**src/rtl/cpu_defs.sv**
```systemverilog
// Shared definitions for the multi-cycle CPU control path.
// Holds the opcode/funct constants, ALU operation codes, FSM state
// encodings and the RegDst/PCSrc mux select encodings.
package cpu_defs;

  // Opcodes (IR[31:26])
  localparam logic [5:0] OP_RTYPE = 6'h00;
  localparam logic [5:0] OP_BLTZ  = 6'h01;
  localparam logic [5:0] OP_J     = 6'h02;
  localparam logic [5:0] OP_JAL   = 6'h03;
  localparam logic [5:0] OP_BEQ   = 6'h04;
  localparam logic [5:0] OP_BNE   = 6'h05;
  localparam logic [5:0] OP_ADDIU = 6'h09;
  localparam logic [5:0] OP_SLTI  = 6'h0A;
  localparam logic [5:0] OP_ANDI  = 6'h0C;
  localparam logic [5:0] OP_ORI   = 6'h0D;
  localparam logic [5:0] OP_XORI  = 6'h0E;
  localparam logic [5:0] OP_LW    = 6'h23;
  localparam logic [5:0] OP_SW    = 6'h2B;

  // R-type funct codes (IR[5:0])
  localparam logic [5:0] F_SLL  = 6'h00;
  localparam logic [5:0] F_JR   = 6'h08;
  localparam logic [5:0] F_ADD  = 6'h20;
  localparam logic [5:0] F_SUB  = 6'h22;
  localparam logic [5:0] F_AND  = 6'h24;
  localparam logic [5:0] F_OR   = 6'h25;
  localparam logic [5:0] F_XOR  = 6'h26;
  localparam logic [5:0] F_SLT  = 6'h2A;
  localparam logic [5:0] F_SLTU = 6'h2B;

  // ALU function codes
  localparam logic [2:0] ALU_ADD  = 3'b000;
  localparam logic [2:0] ALU_SUB  = 3'b001;
  localparam logic [2:0] ALU_SLL  = 3'b010;
  localparam logic [2:0] ALU_OR   = 3'b011;
  localparam logic [2:0] ALU_AND  = 3'b100;
  localparam logic [2:0] ALU_SLTU = 3'b101;
  localparam logic [2:0] ALU_SLT  = 3'b110;
  localparam logic [2:0] ALU_XOR  = 3'b111;

  // FSM state encodings
  localparam logic [3:0] S_IF     = 4'd0;
  localparam logic [3:0] S_ID     = 4'd1;
  localparam logic [3:0] S_EXE_AL = 4'd2;
  localparam logic [3:0] S_WB_AL  = 4'd3;
  localparam logic [3:0] S_EXE_LS = 4'd4;
  localparam logic [3:0] S_MEM    = 4'd5;
  localparam logic [3:0] S_WB_LD  = 4'd6;
  localparam logic [3:0] S_EXE_BR = 4'd7;
  localparam logic [3:0] S_HALT   = 4'd8;

  // RegDst selects
  localparam logic [1:0] RD_RT = 2'b00;
  localparam logic [1:0] RD_RD = 2'b01;
  localparam logic [1:0] RD_RA = 2'b10;

  // PCSrc selects
  localparam logic [1:0] PC_SEQ = 2'b00;
  localparam logic [1:0] PC_BR  = 2'b01;
  localparam logic [1:0] PC_JR  = 2'b10;
  localparam logic [1:0] PC_J   = 2'b11;

endpackage

```
**src/rtl/alu_decode.sv**
```systemverilog
// Combinational ALU control decode.
// Ports: opcode/funct in; alu_op, alu_src_a (shamt), alu_src_b (immediate),
// ext_sel (sign-extend) and is_rtype_alu (opcode 0 with an ALU funct) out.
// Memory ops decode to an address add and branches to a compare subtract,
// so the FSM can drive these outputs unchanged in every execute state.
module alu_decode
  import cpu_defs::*;
(
  input  logic [5:0] opcode,
  input  logic [5:0] funct,
  output logic [2:0] alu_op,
  output logic       alu_src_a,
  output logic       alu_src_b,
  output logic       ext_sel,
  output logic       is_rtype_alu
);

  always_comb begin
    alu_op       = ALU_ADD;
    alu_src_a    = 1'b0;
    alu_src_b    = 1'b0;
    ext_sel      = 1'b1;
    is_rtype_alu = 1'b0;
    case (opcode)
      OP_RTYPE: begin
        is_rtype_alu = 1'b1;
        case (funct)
          F_ADD:  alu_op = ALU_ADD;
          F_SUB:  alu_op = ALU_SUB;
          F_SLL:  begin alu_op = ALU_SLL; alu_src_a = 1'b1; end
          F_OR:   alu_op = ALU_OR;
          F_AND:  alu_op = ALU_AND;
          F_SLTU: alu_op = ALU_SLTU;
          F_SLT:  alu_op = ALU_SLT;
          F_XOR:  alu_op = ALU_XOR;
          default: is_rtype_alu = 1'b0;
        endcase
      end
      OP_ADDIU: alu_src_b = 1'b1;
      OP_ANDI:  begin alu_op = ALU_AND; alu_src_b = 1'b1; ext_sel = 1'b0; end
      OP_ORI:   begin alu_op = ALU_OR;  alu_src_b = 1'b1; ext_sel = 1'b0; end
      OP_XORI:  begin alu_op = ALU_XOR; alu_src_b = 1'b1; ext_sel = 1'b0; end
      OP_SLTI:  begin alu_op = ALU_SLT; alu_src_b = 1'b1; end
      OP_LW, OP_SW: alu_src_b = 1'b1;
      OP_BEQ, OP_BNE, OP_BLTZ: alu_op = ALU_SUB;
      default: ;
    endcase
  end

endmodule

```
**src/rtl/multicycle_control.sv**
```systemverilog
// Multi-cycle CPU control FSM (IF/ID/EXE/MEM/WB).
// Ports: CLK, Reset (sync, active-high), Opcode/Funct from the IR, ALU
// Zero/Sign flags in; PC/IR/register-file/data-memory enables, datapath
// mux selects, ALU controls and the current State (debug) out.
// Outputs are combinational from State and the IR fields; all enables are
// forced low while Reset is high so a reset never commits a write.
module multicycle_control
  import cpu_defs::*;
#(
  parameter logic [5:0] HALT_OP = 6'h3F,
  parameter int         STATE_W = 4
) (
  input  logic               CLK,
  input  logic               Reset,
  input  logic [5:0]         Opcode,
  input  logic [5:0]         Funct,
  input  logic               Zero,
  input  logic               Sign,
  output logic               PCWre,
  output logic               IRWre,
  output logic               RegWre,
  output logic [1:0]         RegDst,
  output logic               WrRegDSrc,
  output logic               DBDataSrc,
  output logic               ExtSel,
  output logic               ALUSrcA,
  output logic               ALUSrcB,
  output logic [2:0]         ALUop,
  output logic               mRD,
  output logic               mWR,
  output logic [1:0]         PCSrc,
  output logic [STATE_W-1:0] State
);

  localparam logic [STATE_W-1:0] ST_IF     = STATE_W'(S_IF);
  localparam logic [STATE_W-1:0] ST_ID     = STATE_W'(S_ID);
  localparam logic [STATE_W-1:0] ST_EXE_AL = STATE_W'(S_EXE_AL);
  localparam logic [STATE_W-1:0] ST_WB_AL  = STATE_W'(S_WB_AL);
  localparam logic [STATE_W-1:0] ST_EXE_LS = STATE_W'(S_EXE_LS);
  localparam logic [STATE_W-1:0] ST_MEM    = STATE_W'(S_MEM);
  localparam logic [STATE_W-1:0] ST_WB_LD  = STATE_W'(S_WB_LD);
  localparam logic [STATE_W-1:0] ST_EXE_BR = STATE_W'(S_EXE_BR);
  localparam logic [STATE_W-1:0] ST_HALT   = STATE_W'(S_HALT);

  logic [STATE_W-1:0] state, nxt;
  logic [2:0] dec_op;
  logic       dec_src_a, dec_src_b, dec_ext, is_r;
  logic       is_imm, is_jr, is_br, taken;
  logic       pc_wre, ir_wre, reg_wre, m_rd, m_wr;

  alu_decode u_dec (
    .opcode       (Opcode),
    .funct        (Funct),
    .alu_op       (dec_op),
    .alu_src_a    (dec_src_a),
    .alu_src_b    (dec_src_b),
    .ext_sel      (dec_ext),
    .is_rtype_alu (is_r)
  );

  assign is_imm = Opcode inside {OP_ADDIU, OP_ANDI, OP_ORI, OP_XORI, OP_SLTI};
  assign is_jr  = (Opcode == OP_RTYPE) && (Funct == F_JR);
  assign is_br  = Opcode inside {OP_BEQ, OP_BNE, OP_BLTZ};
  assign taken  = ((Opcode == OP_BEQ)  &&  Zero) ||
                  ((Opcode == OP_BNE)  && !Zero) ||
                  ((Opcode == OP_BLTZ) &&  Sign);

  always_ff @(posedge CLK) begin
    if (Reset) state <= ST_IF;
    else       state <= nxt;
  end

  always_comb begin
    nxt       = state;
    pc_wre    = 1'b0;
    ir_wre    = 1'b0;
    reg_wre   = 1'b0;
    m_rd      = 1'b0;
    m_wr      = 1'b0;
    RegDst    = RD_RT;
    WrRegDSrc = 1'b1;
    DBDataSrc = 1'b0;
    ExtSel    = 1'b1;
    ALUSrcA   = 1'b0;
    ALUSrcB   = 1'b0;
    ALUop     = ALU_ADD;
    PCSrc     = PC_SEQ;
    // ALU controls are held from execute through write-back so the ALU
    // result (or memory address) stays stable while it is consumed.
    if (state inside {ST_EXE_AL, ST_WB_AL, ST_EXE_LS, ST_MEM, ST_WB_LD, ST_EXE_BR}) begin
      ALUop   = dec_op;
      ALUSrcA = dec_src_a;
      ALUSrcB = dec_src_b;
      ExtSel  = dec_ext;
    end
    case (state)
      ST_IF: begin
        ir_wre = 1'b1;
        nxt    = ST_ID;
      end
      ST_ID: begin
        nxt = ST_IF;
        if (Opcode == OP_J) begin
          pc_wre = 1'b1;
          PCSrc  = PC_J;
        end else if (Opcode == OP_JAL) begin
          pc_wre    = 1'b1;
          PCSrc     = PC_J;
          reg_wre   = 1'b1;
          RegDst    = RD_RA;
          WrRegDSrc = 1'b0;
        end else if (is_jr) begin
          pc_wre = 1'b1;
          PCSrc  = PC_JR;
        end else if (Opcode == HALT_OP) begin
          nxt = ST_HALT;
        end else if (Opcode == OP_LW || Opcode == OP_SW) begin
          nxt = ST_EXE_LS;
        end else if (is_br) begin
          nxt = ST_EXE_BR;
        end else if (is_r || is_imm) begin
          nxt = ST_EXE_AL;
        end else begin
          pc_wre = 1'b1;  // unknown encoding retires as a nop
        end
      end
      ST_EXE_AL: nxt = ST_WB_AL;
      ST_WB_AL: begin
        reg_wre = 1'b1;
        RegDst  = is_r ? RD_RD : RD_RT;
        pc_wre  = 1'b1;
        nxt     = ST_IF;
      end
      ST_EXE_LS: nxt = ST_MEM;
      ST_MEM: begin
        if (Opcode == OP_SW) begin
          m_wr   = 1'b1;
          pc_wre = 1'b1;
          nxt    = ST_IF;
        end else begin
          m_rd = 1'b1;
          nxt  = ST_WB_LD;
        end
      end
      ST_WB_LD: begin
        reg_wre   = 1'b1;
        DBDataSrc = 1'b1;
        m_rd      = 1'b1;
        pc_wre    = 1'b1;
        nxt       = ST_IF;
      end
      ST_EXE_BR: begin
        pc_wre = 1'b1;
        PCSrc  = taken ? PC_BR : PC_SEQ;
        nxt    = ST_IF;
      end
      ST_HALT: nxt = ST_HALT;
      default: nxt = ST_IF;  // unused codes recover to fetch
    endcase
  end

  assign PCWre  = pc_wre  & ~Reset;
  assign IRWre  = ir_wre  & ~Reset;
  assign RegWre = reg_wre & ~Reset;
  assign mRD    = m_rd    & ~Reset;
  assign mWR    = m_wr    & ~Reset;
  assign State  = state;

endmodule
```
**config.mk**
```make
export PLATFORM = sky130hd
export DESIGN_NAME = multicycle_control
export DESIGN_NICKNAME = d
export VERILOG_FILES = /design/src/rtl/cpu_defs.sv /design/src/rtl/alu_decode.sv /design/src/rtl/multicycle_control.sv
export SDC_FILE = /design/constraint.sdc
export NUM_CORES = 1
export LEC_CHECK = 0
export ABC_AREA = 1
export CORE_MARGIN = 4
export CORE_UTILIZATION = 37
export DETAILED_ROUTE_END_ITERATION = 7
export GPL_TIMING_DRIVEN = 0
export PLACE_DENSITY = 0.86
export SYNTH_ARGS = -nofsm -noshare
export SYNTH_HDL_FRONTEND = slang
export SYNTH_SLANG_ARGS = --single-unit
export TNS_END_PERCENT = 20
```
**constraint.sdc**
```tcl
create_clock -name CLK -period 1.1 [get_ports CLK]
set_clock_uncertainty 0.1 [all_clocks]
set_input_delay 0.165 -clock CLK [delete_from_list [all_inputs] [get_ports CLK]]
set_output_delay 0.165 -clock CLK [all_outputs]
set_load 0.02 [all_outputs]
```
==> After elaboration in Yosys (flattened, before gate mapping) <==
Cells that the tools add are included.
Widths: inputs -> output; s select.
{ "classes": {"n_bitwise": 6, "n_mux": 50, "n_reduce_logical": 21, "n_eq_ne": 29} }
{ "ops": {"columns": ["operator", "count"], "rows": [
  ["$eq 6x6->1 const B", 10],
  ["$eq 6x4->1 const B", 6],
  ["$mux 1", 28],
  ["$pmux 4 s6", 1],
  ["$pmux 3 s7", 1],
  ["$pmux 3 s6", 1],
  ["$eq 4x3->1 const B", 4],
  ["$mux 4", 4],
  ["$eq 6x2->1 const B", 2],
  ["$eq 6x3->1 const B", 2],
  ["$logic_not 6->1", 2],
  ["$mux 2", 6],
  ["$mux 3", 4],
  ["$reduce_or 3->1", 3],
  ["$eq 4x2->1 const B", 2],
  ["$pmux 2 s2", 2],
  ["$reduce_or 8->1", 1],
  ["$reduce_or 7->1", 1],
  ["$eq 6x1->1 const B", 1],
  ["$reduce_bool 6->1", 1],
  ["$and 1x1->1", 5],
  ["$reduce_bool 5->1", 1],
  ["$eq 4x1->1 const B", 1],
  ["$eq 4x4->1 const B", 1],
  ["9 further kinds", 16]
]} }
{ "word_totals": {"inputBits": 16, "ff_bits": 4, "output_inout_bits": 21, "elab_cells": 107} }

==> Depth between registers and ports, before layout <==
{ "logic_depth": {"ltp_word": 14, "mapped_depth": 10, "depth_no_buf": 9} }

==> By module <==
From an unflattened synthesis, not the netlist that was laid out.
{ "unflattened": {"hier_cells": 190, "hier_area_um2": 982.2} }
{ "by_module_without_submodules": {"columns": ["module", "cells_each", "area_each_um2", "n_inst", "seq_area_each_um2"], "rows": [
  ["multicycle_control", 119, 655.6, 1, 80.1],
  ["alu_decode", 71, 326.6, 1, 0.0]
]} }

==> Least setup slack after synthesis <==
OpenSTA, ideal clock, no wires.
{ "synth_timing": {"kind": "register to output", "from": "register state[0], in the netlist State[0]", "to": "output RegWre", "setup_slack_ps": -734, "n_path_buf": 0, "arrival_ps": 1569, "stages_incl_launch_ff": 9, "cell_sequence": "dfxtp_1 inv_2 nor2_4 nand2_2 inv_2 nand2_2 nor2_4 inv_2 a31oi_1"} }
{ "synth_via": {"elab_chain_len": 4, "word_cells_on_any_way": 6, "classes_between": "eq/ne: 3; mux: 1; bitwise: 1; reduce/logical: 1"} }
{ "synth_lines": {"columns": ["element", "line_no", "text"], "rows": [
  ["start: declaration", "multicycle_control.sv:45", "logic [STATE_W-1:0] state, nxt;"],
  ["start signal: assignment", "multicycle_control.sv:70", "else state <= nxt;"],
  ["$eq 4x2->1 or $eq 4x3->1 (tied branches)", "multicycle_control.sv:96", "case (state)"],
  ["$reduce_or 2->1 (no source line)", null, null],
  ["$pmux 1 s2 *", "multicycle_control.sv:96", null],
  ["$and 1x1->1 *", "multicycle_control.sv:164", "assign RegWre = reg_wre & ~Reset;"],
  ["end: declaration", "multicycle_control.sv:21", "output logic RegWre,"]
]} }
Every way passes the cells marked *; elsewhere a longest branch is shown, timed or not.

==> Worst setup path in the final report <==
{ "layout_timing": {"from": "register state[0], in the netlist State[0]", "to": "output PCWre"} }
{ "layout_via": {"elab_chain_len": 4, "word_cells_on_any_way": 8, "classes_between": "eq/ne: 5; mux: 1; bitwise: 1; reduce/logical: 1"} }
{ "layout_lines": {"columns": ["element", "line_no", "text"], "rows": [
  ["$eq 4x2->1 or $eq 4x3->1 (tied branches)", "multicycle_control.sv:96", null],
  ["$reduce_or 3->1 (no source line)", null, null],
  ["$pmux 1 s3 *", "multicycle_control.sv:96", null],
  ["$and 1x1->1 *", "multicycle_control.sv:162", "assign PCWre = pc_wre & ~Reset;"],
  ["end: declaration", "multicycle_control.sv:19", "output logic PCWre,"]
]} }
Marks and branches as above.

==> metrics.txt <==
number of buffers created by CTS=3; Clock Tree Buf Depth=2; # H-tree levels=1; Seq/Total Area, Yosys=0.0982; Final Cell Area=between 0.001 and 0.0015 mm^2; core footprint=roughly 0.002 mm^2; hpwl dp=1940 um; Non-Filler Instances=223; vias per cell=5.19; Power per Cell Area=493 mW/mm^2; syn_nets=166; Syn Inst Count=150; crit path DAT=roughly 1.6 ns; Boundary Pins=37; worst min-delay path class=in2reg; max cap viols=0; overall routing resource usage=0.212; CP Capture Type=output port; EDFF count, synth=0; Seq. cell area=95.1 um^2; initial antenna violation count=0; Synth top area share=0.115; Relative slew margins=0.668; post-DR wirelength/cell=13.1 um; area of placed instances=0.00122 mm^2; Util after Layout=0.694; TritonCTS clock tree=done; Worst Max-Slew Pin Slew=approximately 0.5 ns; multi-input combinational cell area=772 um^2; average cell area after synthesis=5.44 um^2; Synth area leader=nand2_1; CTS Sinks=4; DRC=0; max FFs per register=4; RSZ-0062 raised after global routing=true; buffers added on ports=33; status=finished, violations left; FMAX=544 MHz; most common cell in the synthesized netlist=nand2_1; Placed Cells=210; critical path type=reg2out; initial core utilization=0.403; Yosys warnings=0; Worst-path clk slew=approximately 0.04 ns; number of antenna diodes=0; first-pass GRT wire length=~4700 um; crit path launch type=flop; Reg2Reg Setup Slack=-0.16 ns; Leak=0.659 nW; final hold vios=0; Final min period=1.84 ns; fraction of layout cells with a size suffix above 1=0.587; Worst Path Max Fanout=6; Die ar.=slightly above 0.003 mm^2; Primary FF master, synth=dfxtp_1; largest net degree at the start of global routing=10; clock latency on the worst-skew pair=0.25 ns; vias in the first global route=1114; pre-CTS setup slack=-1.32 ns; DR vias=1157; CTS root buf=clkbuf_4; filler instances=180; routed wire length=2930 um; Overflow after GRT=0; synthesized area=816 um^2; setup violators final=21; Max VDD drop=0.762 mV; Horiz. Die Dim=55.0 um; dominant cells by area after synthesis=nand2_1 12%, dfxtp_1 9.8%, nor2_1 9.7%; Cell variety after synth=21; RePlAce Congestion=0.879; Yosys reg bits=4; Final WS setup=-0.740 ns; cts hold-fix bufs=0; Slew Viols, Final=0; Final ANT Viol Nets=0; standard-cell rows=16; Detailed Routing Iterations Pass 1=4; period utilisation layout=1.67; die height=around 55 um; WP data required=0.83 ns; fin nets=214; Async S/R FF share, synth=0; violated checks=negative setup slack; post-route setup TNS=-8.90 ns; most frequent cells after synthesis=25 x nand2_1, 21 x nor2_1, 15 x nand3_1, 14 x inv_2, 13 x inv_1; Iteration-0 DRC Markers=27; Layout area overhead=72.1%
==> per-stage QoR <==
stage / hold slack, ns / total power, mW
floorplan: 0.361 / 0.336
global placement: 0.451 / 0.444
detailed placement: 0.452 / 0.450
CTS: 0.227 / 0.660
global route: 0.281 / 0.735
finish: 0.229 / 0.692
==> cells by family (layout without fill, tap and decap cells) <==
| kind of cell | Yosys count | in the layout | share of synthesized area |
|---|---|---|---|
| flops | 4 | 4 | 0.0982 |
| compound gates | 20 | 20 | 0.144 |
| buf+inv | 30 | 76 | 0.152 |
| simple gates | 96 | 96 | 0.606 |
==> final cells by class <==
cell class | instances | share of cell area
Inverter | 27 | 0.0811
Timing Repair Buffer | 43 | 0.245
Clock buffer | 3 | 0.0160
Tap cell | 27 | 0.0241
Multi-Input combinational cell | 116 | 0.550
Sequential cell | 4 | 0.0677
Buffer | 3 | 0.0160
==> placed cells by master, fill, tap and decap left out, drive strengths merged <==
cell            n
dfxtp           4
a211oi          2
a21oi          11
buf            38
nand4           4
nor2           33
clkdlybuf4s15   3
nand2          34
o21ai           3
nor3            8
nand3          17
dlygate4sd2     1
clkbuf          5
clkdlybuf4s50   2
inv            27
a31oi           4
==> timing repair <==
action                                  4_1_cts  5_1_grt
pin swaps                                    17        1
resized for setup                           164       19
endpoints found under the setup margin       25       24
setup buffers                                 7        3
==> worst max-delay path, stage by stage, from the launching register on <==
cell and delay [ns]:
dfxtp_4 0.36, inv_2 0.10, nor2_4 0.06, nand2_1 0.11, nor2_1 0.07, nor3_1 0.34
a21oi_2 0.12, buf_6 0.16
==> routing by layer <==
| metal | global-route usage | part of all wire |
|---|---|---|
| met1 | 0.256 | 0.42 |
| met2 | 0.358 | 0.50 |
| met3 | 0.0590 | 0.077 |
| met4 | 0.0729 | 0.0099 |
| met5 | 0 | 0 |
==> where the power goes <==
part,leakage (nW),switching (mW),internal [mW]
registers,0.0355,0.0116,0.146
clock network,0.0138,0.0735,0.123
logic,0.610,0.212,0.126
total,0.659,0.297,0.395
==> path summary, 6_finish.rpt <==
path / from / to / cells after the start
min: Reset / State[3]$_SDFF_PP0_ / 2
max: State[0]$_SDFF_PP0_ / PCWre / 7
min reg2reg: State[3]$_SDFF_PP0_ / State[3]$_SDFF_PP0_ / 2
max reg2reg: State[0]$_SDFF_PP0_ / State[0]$_SDFF_PP0_ / 7
Power figures use the tool's default switching activity.
